$ cat src/rtl/divider_pkg.sv
// -----------------------------------------------------------------------------
// divider_pkg
// Shared types and helpers for the DIV/IDIV sequential divider.
//   DivState_t     - controller states (IDLE, PREP, DIVIDE, FIXUP)
//   DIV_ITER_WORD  - iterations for a DX:AX / r16 divide
//   DIV_ITER_BYTE  - iterations for an AX / r8 divide
//   DIV_CNT_W      - width of the iteration counter
//   restore_step() - one restoring shift-subtract step
// -----------------------------------------------------------------------------
package divider_pkg;

   localparam int DIV_CNT_W = 5;

   localparam logic [DIV_CNT_W-1:0] DIV_ITER_WORD = 5'd16;
   localparam logic [DIV_CNT_W-1:0] DIV_ITER_BYTE = 5'd8;

   typedef enum logic [1:0] {
      IDLE   = 2'd0,
      PREP   = 2'd1,
      DIVIDE = 2'd2,
      FIXUP  = 2'd3
   } DivState_t;

   // Partial remainder plus a shift register that feeds dividend bits out of
   // its MSB and collects quotient bits into its LSB.
   typedef struct packed {
      logic [15:0] rem;
      logic [15:0] shr;
   } DivStep_t;

   // Restoring step. The partial remainder is always below the divisor, so
   // the 17-bit trial value never overflows and the result fits 16 bits.
   function automatic DivStep_t restore_step(
      input logic [15:0] rem,
      input logic [15:0] shr,
      input logic [15:0] dvs
   );
      DivStep_t    res;
      logic [16:0] trial;
      logic [16:0] diff;
      trial = {rem, shr[15]};
      diff  = trial - {1'b0, dvs};
      if (trial >= {1'b0, dvs}) begin
         res.rem = diff[15:0];
         res.shr = {shr[14:0], 1'b1};
      end else begin
         res.rem = trial[15:0];
         res.shr = {shr[14:0], 1'b0};
      end
      return res;
   endfunction

endpackage

$ cat src/rtl/divider.sv
// -----------------------------------------------------------------------------
// divider
// Multi-cycle 8086-style DIV/IDIV unit, one quotient bit per clock.
// Ports:
//   clk        - clock, all state on rising edge
//   reset_n    - asynchronous active-low reset
//   start      - begin a divide (only honoured in IDLE)
//   is_8_bit   - 1: AX / r8, 0: DX:AX / r16
//   is_signed  - 1: IDIV, 0: DIV
//   dividend   - [31:0] word mode, [15:0] byte mode
//   divisor    - [15:0] word mode, [7:0] byte mode
//   quotient   - result (byte mode upper byte is 0), held until next completion
//   remainder  - result (byte mode upper byte is 0), held until next completion
//   complete   - one-cycle pulse, results valid while high
//   error      - divide error, qualified by complete
//   busy       - high whenever not IDLE
// -----------------------------------------------------------------------------
module divider
   import divider_pkg::*;
(
   input  logic        clk,
   input  logic        reset_n,
   input  logic        start,
   input  logic        is_8_bit,
   input  logic        is_signed,
   input  logic [31:0] dividend,
   input  logic [15:0] divisor,
   output logic [15:0] quotient,
   output logic [15:0] remainder,
   output logic        complete,
   output logic        error,
   output logic        busy
);

   DivState_t             state_q, state_d;
   logic [DIV_CNT_W-1:0]  cnt_q, cnt_d;
   logic [31:0]           dvd_q, dvd_d;
   logic [15:0]           dvs_q, dvs_d;
   logic                  is8_q, is8_d;
   logic                  sgn_q, sgn_d;
   logic                  qneg_q, qneg_d;
   logic                  rneg_q, rneg_d;
   logic [15:0]           rem_q, rem_d;
   logic [15:0]           shr_q, shr_d;
   logic [15:0]           quot_q, quot_d;
   logic [15:0]           remo_q, remo_d;
   logic                  err_q, err_d;
   logic                  cmpl_q, cmpl_d;

   // Operand conditioning used in PREP (signs only count for IDIV)
   logic                  dvd_neg_s, dvs_neg_s;
   logic [31:0]           dvd_mag_w_s;
   logic [15:0]           dvd_mag_b_s;
   logic [15:0]           dvs_mag_w_s;
   logic [7:0]            dvs_mag_b_s;
   logic [15:0]           hi_s, lo_s, mag_dvs_s;
   logic                  uov_s, sov_s, prep_err_s;
   DivStep_t              step_s;
   logic [15:0]           q_w_s, r_w_s;
   logic [7:0]            q_b_s, r_b_s;

   assign dvd_neg_s   = sgn_q & (is8_q ? dvd_q[15] : dvd_q[31]);
   assign dvs_neg_s   = sgn_q & (is8_q ? dvs_q[7]  : dvs_q[15]);
   assign dvd_mag_w_s = dvd_neg_s ? (32'd0 - dvd_q)       : dvd_q;
   assign dvd_mag_b_s = dvd_neg_s ? (16'd0 - dvd_q[15:0]) : dvd_q[15:0];
   assign dvs_mag_w_s = dvs_neg_s ? (16'd0 - dvs_q)       : dvs_q;
   assign dvs_mag_b_s = dvs_neg_s ? (8'd0 - dvs_q[7:0])   : dvs_q[7:0];

   // Divide starts with the high half already in the partial remainder, so
   // only N steps are needed; byte mode left-aligns its low byte in shr.
   assign hi_s      = is8_q ? {8'h00, dvd_mag_b_s[15:8]}   : dvd_mag_w_s[31:16];
   assign lo_s      = is8_q ? {dvd_mag_b_s[7:0], 8'h00}    : dvd_mag_w_s[15:0];
   assign mag_dvs_s = is8_q ? {8'h00, dvs_mag_b_s}         : dvs_mag_w_s;

   // |q| > 0x7FFF (0x7F) exactly when |dividend| >= |divisor| << 15 (<< 7);
   // this also rejects -32768 / -128 like the 8086 does.
   assign uov_s      = (hi_s >= mag_dvs_s);
   assign sov_s      = is8_q ? (dvd_mag_b_s >= {1'b0, dvs_mag_b_s, 7'd0})
                             : (dvd_mag_w_s >= {1'b0, dvs_mag_w_s, 15'd0});
   assign prep_err_s = (mag_dvs_s == 16'd0) | uov_s | (sgn_q & sov_s);

   assign step_s = restore_step(rem_q, shr_q, dvs_q);

   // Sign fixup: truncation toward zero, remainder follows the dividend
   assign q_w_s = qneg_q ? (16'd0 - shr_q)      : shr_q;
   assign q_b_s = qneg_q ? (8'd0 - shr_q[7:0])  : shr_q[7:0];
   assign r_w_s = rneg_q ? (16'd0 - rem_q)      : rem_q;
   assign r_b_s = rneg_q ? (8'd0 - rem_q[7:0])  : rem_q[7:0];

   // Next-state and datapath control
   always_comb begin
      state_d = state_q;
      cnt_d   = cnt_q;
      dvd_d   = dvd_q;
      dvs_d   = dvs_q;
      is8_d   = is8_q;
      sgn_d   = sgn_q;
      qneg_d  = qneg_q;
      rneg_d  = rneg_q;
      rem_d   = rem_q;
      shr_d   = shr_q;
      quot_d  = quot_q;
      remo_d  = remo_q;
      err_d   = err_q;
      cmpl_d  = 1'b0;
      case (state_q)
         IDLE: begin
            if (start) begin
               dvd_d   = dividend;
               dvs_d   = divisor;
               is8_d   = is_8_bit;
               sgn_d   = is_signed;
               state_d = PREP;
            end else begin
               state_d = IDLE;
            end
         end
         PREP: begin
            if (prep_err_s) begin
               quot_d  = 16'd0;
               remo_d  = 16'd0;
               err_d   = 1'b1;
               cmpl_d  = 1'b1;
               cnt_d   = '0;
               state_d = IDLE;
            end else begin
               rem_d   = hi_s;
               shr_d   = lo_s;
               dvs_d   = mag_dvs_s;
               qneg_d  = dvd_neg_s ^ dvs_neg_s;
               rneg_d  = dvd_neg_s;
               cnt_d   = is8_q ? DIV_ITER_BYTE : DIV_ITER_WORD;
               state_d = DIVIDE;
            end
         end
         DIVIDE: begin
            rem_d = step_s.rem;
            shr_d = step_s.shr;
            cnt_d = cnt_q - 5'd1;
            if (cnt_q == 5'd1) begin
               state_d = FIXUP;
            end else begin
               state_d = DIVIDE;
            end
         end
         FIXUP: begin
            quot_d  = is8_q ? {8'h00, q_b_s} : q_w_s;
            remo_d  = is8_q ? {8'h00, r_b_s} : r_w_s;
            err_d   = 1'b0;
            cmpl_d  = 1'b1;
            cnt_d   = '0;
            state_d = IDLE;
         end
         default: begin
            cnt_d   = '0;
            state_d = IDLE;
         end
      endcase
   end

   // State and datapath registers
   always_ff @(posedge clk or negedge reset_n) begin
      if (!reset_n) begin
         state_q <= IDLE;
         cnt_q   <= '0;
         dvd_q   <= 32'd0;
         dvs_q   <= 16'd0;
         is8_q   <= 1'b0;
         sgn_q   <= 1'b0;
         qneg_q  <= 1'b0;
         rneg_q  <= 1'b0;
         rem_q   <= 16'd0;
         shr_q   <= 16'd0;
         quot_q  <= 16'd0;
         remo_q  <= 16'd0;
         err_q   <= 1'b0;
         cmpl_q  <= 1'b0;
      end else begin
         state_q <= state_d;
         cnt_q   <= cnt_d;
         dvd_q   <= dvd_d;
         dvs_q   <= dvs_d;
         is8_q   <= is8_d;
         sgn_q   <= sgn_d;
         qneg_q  <= qneg_d;
         rneg_q  <= rneg_d;
         rem_q   <= rem_d;
         shr_q   <= shr_d;
         quot_q  <= quot_d;
         remo_q  <= remo_d;
         err_q   <= err_d;
         cmpl_q  <= cmpl_d;
      end
   end

   assign quotient  = quot_q;
   assign remainder = remo_q;
   assign error     = err_q;
   assign complete  = cmpl_q;
   assign busy      = (state_q != IDLE);

endmodule

$ cat config.mk
export PLATFORM = sky130hd
export DESIGN_NAME = divider
export DESIGN_NICKNAME = d
export VERILOG_FILES = /design/src/rtl/divider_pkg.sv /design/src/rtl/divider.sv
export SDC_FILE = /design/constraint.sdc
export NUM_CORES = 1
export LEC_CHECK = 0
export CORE_UTILIZATION = 30
export CTS_CLUSTER_DIAMETER = 60
export DETAILED_ROUTE_END_ITERATION = 10
export DONT_BUFFER_PORTS = 1
export SYNTH_ARGS = -nofsm -noshare
export SYNTH_HDL_FRONTEND = slang
export SYNTH_SLANG_ARGS = --single-unit
$ cat constraint.sdc
create_clock -name clk -period 5 [get_ports clk]
set_clock_uncertainty 0.1 [all_clocks]
set_input_delay 1 -clock clk [delete_from_list [all_inputs] [get_ports clk]]
set_output_delay 1 -clock clk [all_outputs]
set_load 0.01 [all_outputs]
==> results of run 1 <==
==> worst reg2reg max path: stages (launching register included) <==
cell	delay [ps]
dfrtp_1	400
buf_4	160
or4_4	550
o311ai_1	330
xor2_1	330
inv_1	130
ha_1	300
a21o_1	180
a21o_1	170
a211o_1	280
a21oi_1	190
o221ai_1	210
o311a_1	250
nor4_4	310
buf_12	220
buf_12	180
mux2i_1	210
a21oi_1	90
==> kinds of logic after synthesis <==
kind of cell	synth area share
fa+ha+maj	0.08464
compound gates	0.1869
flops	0.3327
mux	0.07892
xor+xnor	0.08105
simple gates	0.1774
buf+inv	0.05842
==> registers in the layout (all words and copies together), names as in the netlist, named ones only <==
name	flops
cnt_q	5
rem_q	16
dvd_q	32
qneg_q	1
remainder	16
state_q	1
is8_q	1
dvs_q	16
rneg_q	1
shr_q	16
quotient	16
sgn_q	1
complete	1
error	1
==> area by class of cell <==
| class | instances | share of cell area |
|---|---|---|
| clock inverter | 15 | 0.01404 |
| multi-input combinational | 820 | 0.5395 |
| timing repair buffer | 55 | 0.04213 |
| inverter | 73 | 0.02563 |
| sequential | 125 | 0.2926 |
| tap | 396 | 0.04634 |
| clock buffer | 17 | 0.03979 |
==> cells in the final DEF (no fill, tap or decap), types with 6 or more instances in the layout <==
| cell type | netlist | layout |
|---|---|---|
| dfrtp_1 | 125 | 125 |
| o221a_2 | 13 | 13 |
| xnor2_1 | 58 | 58 |
| o21ai_0 | 48 | 46 |
| xor2_1 | 29 | 29 |
| o211ai_1 | 9 | 9 |
| o31ai_1 | 15 | 15 |
| and4_1 | 6 | 6 |
| nand2_1 | 108 | 108 |
| a21oi_1 | 73 | 72 |
| a211oi_1 | 11 | 11 |
| nor2_1 | 82 | 82 |
| nor4_1 | 10 | 9 |
| mux2i_1 | 37 | 37 |
| or3_1 | 7 | 7 |
| nor2b_1 | 9 | 8 |
| clkbuf_16 | 0 | 17 |
| nand2b_1 | 13 | 12 |
| o22ai_1 | 18 | 18 |
| nor3_1 | 27 | 26 |
| mux2_2 | 33 | 33 |
| ha_1 | 62 | 62 |
| a21boi_0 | 7 | 7 |
| and2_1 | 13 | 12 |
| o21ai_1 | 13 | 15 |
| a21o_1 | 16 | 16 |
| nand4_1 | 13 | 13 |
| nand3_1 | 16 | 16 |
| inv_1 | 73 | 73 |
| buf_4 | 2 | 52 |
==> metrics by stage <==
step | hold slack (ps) | instances | TNS, ps | setup slack (ps)
finish | 158.8 | 1501 | 0 | 252.6
global route | 136.1 | 1501 | -9.269 | -5.941
CTS | 139.1 | 1499 | 0 | 53.05
detailed placement | 452.4 | 1467 | 0 | 101.1
global placement | 436.3 | 1467 | 0 | 77.35
floorplan | 403.2 | 1075 | 0 | 512.2
==> final timing paths <==
check | from | to
min reg2reg | dvd_q[19] | dvd_q[19]
max in group asynchronous | reset_n | dvs_q[8]
max reg2reg | dvd_q[5] | shr_q[12]
min | reset_n | remainder[13]
max | dvd_q[5] | shr_q[12]
min in group clk | dvd_q[19] | dvd_q[19]
==> per-layer routing <==
layer  global-route usage  routed length, µm  up-vias
li1                     -                  -     3880
met1               0.2565              13040     3813
met2               0.2428              11410      265
met3              0.05004               2448       28
met4              0.04838                301        2
met5                    0                 21        -
==> what timing repair did <==
action / CTS / global route
endpoints found under the hold margin: 0 / 0
buffers inserted: 0 / 2
resized for setup: 0 / 11
endpoints found under the setup margin: 0 / 84
==> impl_metrics.env, run 1 <==
export IMPL_multi_input_comb_area_mm2=0.005768
export IMPL_final_layout_size_suffix_gt1_frac=0.1430
export IMPL_slowest_delay_ps=540
export IMPL_synth_edf_count=0
export IMPL_cts_root_buffer_cell="clkbuf_16"
export IMPL_slowest_stage="or4_4"
export IMPL_worst_pin_slew_ps=935.4
export IMPL_initial_core_util=0.3057
export IMPL_clock_sinks=125
export IMPL_place_gp_congestion=0.8563
export IMPL_grt_pass1_wl_um=42660
export IMPL_drv_cap=0
export IMPL_grt_max_degree=126
export IMPL_fin_nets=1208
export IMPL_hold_path_class="input pin to asynchronous set/reset pin"
export IMPL_path_cells="buf_4 > or4_4 > o311ai_1 > xor2_1 > inv_1 > ha_1 > a21o_1 > a21o_1 > a211o_1 > a21oi_1 > o221ai_1 > o311a_1 > nor4_4 > buf_12 > buf_12 > mux2i_1 > a21oi_1"
export IMPL_avgSynthCellArea_um2=8.746
export IMPL_grt_usage=0.1743
export IMPL_ctsHoldBuffers=0
export IMPL_path_max_fanout=21
export IMPL_diodes=0
export IMPL_cts_tree="built"
export IMPL_syn_cell_area_mm2=0.009402
export IMPL_synth_cell_types=68
export IMPL_cp_start_kind="register"
export IMPL_yosys_top_cells_count="125 x dfrtp_1, 108 x nand2_1, 82 x nor2_1"
export IMPL_die_area_mm2=0.03205
export IMPL_cts_buffer_depth=2
export IMPL_drtIter0Drc=608
export IMPL_core_mm2=0.03075
export IMPL_ys_seq_area_frac=0.3327
export IMPL_violations="design-rule violations"
export IMPL_drc=18
export IMPL_drt_first_pass_iters=8
export IMPL_placedInstanceArea_mm2=0.01006
export IMPL_routed_via_count=7988
export IMPL_synthTopCellsByArea="dfrtp_1 33%, ha_1 8.3%, xnor2_1 5.4%"
export IMPL_area_growth_pct=13.72
export IMPL_synthFlopType="dfrtp_1"
export IMPL_post_dp_hpwl_um=20490
export IMPL_relSlewSlack=0.3741
export IMPL_crit_family="compound AO/OA/AOI/OAI gates"
export IMPL_seq_area_mm2=0.003128
export IMPL_die_y_um=179.0
export IMPL_end_kind="register"
export IMPL_reg2regPathDepth=17
export IMPL_fillers=3216
export IMPL_grt_pass1_vias=7545
export IMPL_final_min_clock_period_ps=4747
export IMPL_finalCritPeriodShare=0.9495
export IMPL_die_w_um=179.0
export IMPL_cp_num_cells=17
export IMPL_status="finished, violations left"
export IMPL_async_flop_share=1.000
export IMPL_yosysMostFrequentCell="dfrtp_1"
export IMPL_setup_viol_count_final=0
export IMPL_post_route_util=0.3477
export IMPL_synth_top_area_cell="dfrtp_1"
export IMPL_netlist_instances=1075
export IMPL_cp_num_buf_inv=4
export IMPL_hold_viol=0
export IMPL_clk_latency_ps=430
export IMPL_overflow=0
export IMPL_synth_nets=1191
export IMPL_r2r_setup_slack_ps=250
export IMPL_htree_levels=4
export IMPL_fin_area_mm2=0.01069
export IMPL_port_buffers=0
export IMPL_postRouteWirelength_um=27230
export IMPL_core_rowCount=64
export IMPL_ant_nets=0
export IMPL_arrival_ps=4910
export IMPL_synth_seq_cells=125
export IMPL_wl_per_cell_um=18.14
export IMPL_antenna_found_initial=1
export IMPL_critical_path_class="register to register"
export IMPL_fmax_mhz=210.6
export IMPL_netlist_area_leader_share=0.3327
export IMPL_numCtsBuffers=17
export IMPL_clkTransAtPathRegs_ps=70
export IMPL_ios=88
export IMPL_cp_required_ps=5170
export IMPL_drv_slew=0
export IMPL_yosys_warnings=0
export IMPL_avgViaCountPerCell=5.322
Power of run 1 is left out: the tool's default activity adds up to more than one toggle a clock period on the data nets, which glitch-free logic cannot reach.
==> run 2: changes to the inputs <==
Settings changed: CORE_UTILIZATION 30 to 60, PLACE_DENSITY from default to 0.76.
==> run 2 against run 1 <==
  * The flow now finishes without violations
  * Global-route usage is 13 points higher
  * Utilization is 33 points higher
  * Register-to-register slack worse by 20 ps
  * Worst hold slack better by 11 ps
  * Die area is 50% lower
  * Non-clock buffer count is 18 lower
  * Worst setup slack worse by 22 ps
  * Critical path depth stayed put
  * Largest cell class unchanged
==> impl_metrics.env, run 2 (same netlist as run 1, synthesis figures left out) <==
export IMPL_path_cells="buf_4 > mux2i_1 > nor2_1 > o21ai_0 > xnor2_1 > ha_1 > and4_1 > nand2_1 > nor2_1 > nand4_1 > nor4_1 > o311a_1 > nor4_4 > buf_4 > buf_6 > or3_1 > o211ai_1"
export IMPL_clkTransAtPathRegs_ps=60
export IMPL_drt_first_pass_iters=7
export IMPL_hold_path_class="input pin to asynchronous set/reset pin"
export IMPL_area_growth_pct=9.662
export IMPL_cp_endpoint="shr_q[0]"
export IMPL_overflow=0
export IMPL_setup_tns_ps=0
export IMPL_grt_max_degree=126
export IMPL_dpl_cell_count=1263
export IMPL_htree_levels=4
export IMPL_initial_core_util=0.6162
export IMPL_setup_viol_count_final=0
export IMPL_diodes=0
export IMPL_drc=0
export IMPL_wl_per_cell_um=18.45
export IMPL_ios=88
export IMPL_port_buffers=0
export IMPL_top_register="dvd_q"
export IMPL_r2r_setup_slack_ps=230
export IMPL_worstReg2RegEnd="shr_q[0]"
export IMPL_slowest_delay_ps=690
export IMPL_final_min_clock_period_ps=4769
export IMPL_rr_startpoint="is8_q"
export IMPL_drv_cap=0
export IMPL_grt_pass1_wl_um=38380
export IMPL_slowest_stage="nor2_1"
export IMPL_drv_slew=0
export IMPL_critical_path_class="register to register"
export IMPL_core_rowCount=45
export IMPL_startpoint="is8_q"
export IMPL_ant_nets=0
export IMPL_arrival_ps=5010
export IMPL_end_kind="register"
export IMPL_multi_input_comb_area_mm2=0.005739
export IMPL_final_cells=1296
export IMPL_cp_start_kind="register"
export IMPL_fillers=1231
export IMPL_die_area_mm2=0.01617
export IMPL_status="completed"
export IMPL_grt_pass1_vias=7366
export IMPL_seq_area_mm2=0.003128
export IMPL_reg2regPathDepth=17
export IMPL_numCtsBuffers=17
export IMPL_cts_tree="built"
export IMPL_post_dp_hpwl_um=17330
export IMPL_largest_reg_flops=32
export IMPL_worst_pin_slew_ps=948.4
export IMPL_hold_viol=0
export IMPL_final_cell_mix="125 x dfrtp_1, 108 x nand2_1, 82 x nor2_1"
export IMPL_place_gp_congestion=1.046
export IMPL_layout_commonest_cell="dfrtp_1"
export IMPL_fmax_mhz=209.7
export IMPL_cts_root_buffer_cell="clkbuf_16"
export IMPL_drtIter0Drc=750
export IMPL_cp_required_ps=5240
export IMPL_rsz0062_at_grt="false"
export IMPL_path_max_fanout=25
export IMPL_avgViaCountPerCell=6.174
export IMPL_clock_sinks=125
export IMPL_fin_nets=1190
export IMPL_die_y_um=127.2
export IMPL_cts_buffer_depth=2
export IMPL_relSlewSlack=0.3654
export IMPL_grt_usage=0.3050
export IMPL_die_w_um=127.2
export IMPL_routed_via_count=8001
export IMPL_postRouteWirelength_um=23910
export IMPL_clk_latency_ps=430
export IMPL_finalCritPeriodShare=0.9539
export IMPL_final_layout_size_suffix_gt1_frac=0.1235
export IMPL_antenna_found_initial=0
export IMPL_core_mm2=0.01526
[run 2: worst min-delay path by stage]
stage,endpoint,slack (ps),depth (start not counted)
after floorplan,shr_q[6],400,2
after global placement,dvd_q[19],430,1
after detailed placement,dvd_q[19],450,1
after CTS,quotient[11],150,0
after global routing,remainder[13],160,0
final,remainder[13],170,0
[run 2: what timing repair did]
action,CTS,global route
gates resized for setup,0,4
endpoints found under the setup margin,0,40
setup buffers,0,2
hold buffers,0,0
[run 2: worst max-delay path: cells and delay by family (launching register included)]
kind	cells	cell delay [ps]
muxes	1	190
and+or+nand+nor	8	2030
adders and majority gates	1	320
xor gates and xnor gates	1	210
DFF	1	500
buffers and inverters	3	630
AOI/OAI and AO/OA	3	660
[run 2: stage by stage]
| step | hold slack (ps) | utilization | setup WS, ps | area (µm²) |
|---|---|---|---|---|
| 2_1_floorplan | 403.2 | - | 512.2 | 9402 |
| 3_3_place_gp | 434.2 | 0.6334 | 274.2 | 9664 |
| 3_5_place_dp | 447.7 | 0.6334 | 211.1 | 9664 |
| 4_1_cts | 151.4 | 0.6722 | 164.2 | 10260 |
| 5_1_grt | 159.7 | 0.6757 | 50.89 | 10310 |
| 6_report | 170.3 | 0.6757 | 230.7 | 10310 |
[run 2: cell type report]
cell class,count,area share
multi-input cells,820,0.5567
clock inverters,13,0.01626
flip-flops and latches,125,0.3034
inverters,73,0.02658
clock buffers,17,0.04126
well taps,211,0.02561
repair buffers,37,0.03022
[run 2: routing by layer]
layer | global-route usage | vias up | part of all wire
met3 | 0.04606 | 48 | 0.067
met4 | 0.1232 | 0 | 0.027
li1 | - | 3853 | -
met1 | 0.4307 | 3789 | 0.46
met2 | 0.4699 | 311 | 0.45
met5 | 0 | - | 0
Power of run 2 is left out for the same reason.
==> run 3: changes to the inputs <==
Clock period 5 ns to 6.02 ns, I/O delays scaled along.
==> run 3 against run 2 <==
  * First-iteration DRC count is 15% lower
  * Sequential share of layout area is 0.69 points higher
  * Sequential cell count stayed put
  * Critical path depth is 1 higher
  * Register-to-register slack better by 520 ps
  * Cell area is 2.2% lower
  * Cell count is 2.0% lower
  * Count of clock-buffer cells in the layout is 2 higher
==> impl_metrics.env, run 3 (same netlist as run 1, synthesis figures left out) <==
export IMPL_top_register="dvd_q"
export IMPL_critical_path_class="register to register"
export IMPL_largest_reg_flops=32
export IMPL_final_min_clock_period_ps=5267
export IMPL_grt_max_degree=126
export IMPL_final_cell_mix="125 x dfrtp_1, 108 x nand2_1, 82 x nor2_1"
export IMPL_worstReg2RegEnd="rem_q[9]"
export IMPL_grt_pass1_vias=7460
export IMPL_ios=88
export IMPL_port_buffers=0
export IMPL_postCtsSetupBuffers=0
export IMPL_drv_slew=0
export IMPL_reg2regPathDepth=18
export IMPL_rsz0062_at_grt="false"
export IMPL_drc=0
export IMPL_status="completed"
export IMPL_cp_required_ps=6200
export IMPL_end_kind="register"
export IMPL_wl_per_cell_um=18.63
export IMPL_postRouteWirelength_um=23660
export IMPL_overflow=0
export IMPL_avgViaCountPerCell=6.191
export IMPL_die_y_um=127.2
export IMPL_hold_ws_ps=365.3
export IMPL_post_dp_hpwl_um=17030
export IMPL_r2r_setup_slack_ps=750
export IMPL_ant_nets=0
export IMPL_use_met1=0.4216
export IMPL_core_mm2=0.01526
export IMPL_drt_first_pass_iters=5
export IMPL_top_usage_layer="met2"
export IMPL_place_gp_congestion=0.9670
export IMPL_setup_tns_ps=0
export IMPL_grtUsageMet2=0.4625
export IMPL_cp_start_kind="register"
export IMPL_diodes=0
export IMPL_arrival_ps=5440
export IMPL_hold_viol=0
export IMPL_drv_cap=0
export IMPL_cts_resized=0
export IMPL_cts_tree="built"
export IMPL_worst_pin_slew_ps=1031
export IMPL_clock_sinks=125
export IMPL_setup_viol_count_final=0
export IMPL_routed_via_count=7862
export IMPL_rr_startpoint="dvd_q[0]"
export IMPL_die_area_mm2=0.01617
export IMPL_initial_core_util=0.6162
export IMPL_hold_path_class="input pin to asynchronous set/reset pin"
export IMPL_path_max_fanout=65
export IMPL_clkTransAtPathRegs_ps=60
export IMPL_core_rowCount=45
export IMPL_fin_nets=1162
export IMPL_final_layout_size_suffix_gt1_frac=0.1001
export IMPL_cts_buffer_depth=2
export IMPL_antenna_found_initial=0
export IMPL_finalCritPeriodShare=0.8749
export IMPL_use_met3=0.06156
export IMPL_htree_levels=4
export IMPL_grt_pass1_wl_um=38180
export IMPL_clk_latency_ps=430
export IMPL_fmax_mhz=189.9
export IMPL_ctsHoldBuffers=0
export IMPL_relSlewSlack=0.3124
export IMPL_area_growth_pct=7.226
export IMPL_cts_root_buffer_cell="clkbuf_16"
export IMPL_numCtsBuffers=17
export IMPL_die_w_um=127.2
export IMPL_drtIter0Drc=640
export IMPL_layout_commonest_cell="dfrtp_1"
export IMPL_grt_usage=0.3029
[run 3: cell count changes in the layout (fill, tap and decap cells not counted), sizes merged]
cell      previous run  this run
buf                 36         9
clkinv               6         1
inv                 75        79
clkinvlp             2         4
bufinv               3         2
clkbuf              18        19
[run 3: worst max path at each step]
stage              from        to  slack (ps)  cells after the start
3_3_place_gp   dvd_q[0]    rneg_q        1020                     17
6_report       dvd_q[0]  rem_q[9]         750                     18
5_1_grt        dvd_q[0]  rem_q[9]         250                     18
3_5_place_dp   dvd_q[0]  rem_q[9]         870                     18
4_1_cts        dvd_q[0]  rem_q[9]         800                     18
2_1_floorplan  dvd_q[0]  rem_q[3]        1530                     20
[run 3: worst max-delay path: stages, from the launching register on]
cell and delay, ps:
dfrtp_1 420, inv_1 90, ha_1 190, nor2b_1 460, nand4_1 180, or2_2 360
o41ai_1 570, o21ai_0 210, xor2_1 190, ha_1 190, a21oi_1 150, nor2b_1 60
a2111oi_0 350, o211ai_1 160, o311a_1 400, nor4_4 280, buf_12 330, mux2i_1 270
a21oi_1 90
[run 3: layout make-up]
type,count,area (µm²)
Inverter,73,274.0
Timing Repair Buffer,9,80.08
Sequential cell,125,3128
Clock inverter,13,153.9
Multi-Input combinational cell,820,5728
Clock buffer,19,452.9
Tap cell,211,264.0
Fill cell,1306,5177
[run 3: metal layers]
layer	vias up	routed length (µm)
met3	59	1749
li1	3795	-
met4	0	707
met1	3698	10780
met5	-	0
met2	310	10420
[run 3: stage by stage]
step | setup WS [ps] | cells | area, µm² | util
finish | 753.2 | 1270 | 10080 | 0.6607
CTS | 799.5 | 1270 | 10080 | 0.6607
global placement | 1018 | 1238 | 9474 | 0.6209
detailed placement | 868.1 | 1238 | 9474 | 0.6209
global route | 249.5 | 1270 | 10080 | 0.6607
floorplan | 1532 | 1075 | 9402 | -
Power of run 3 is left out for the same reason.
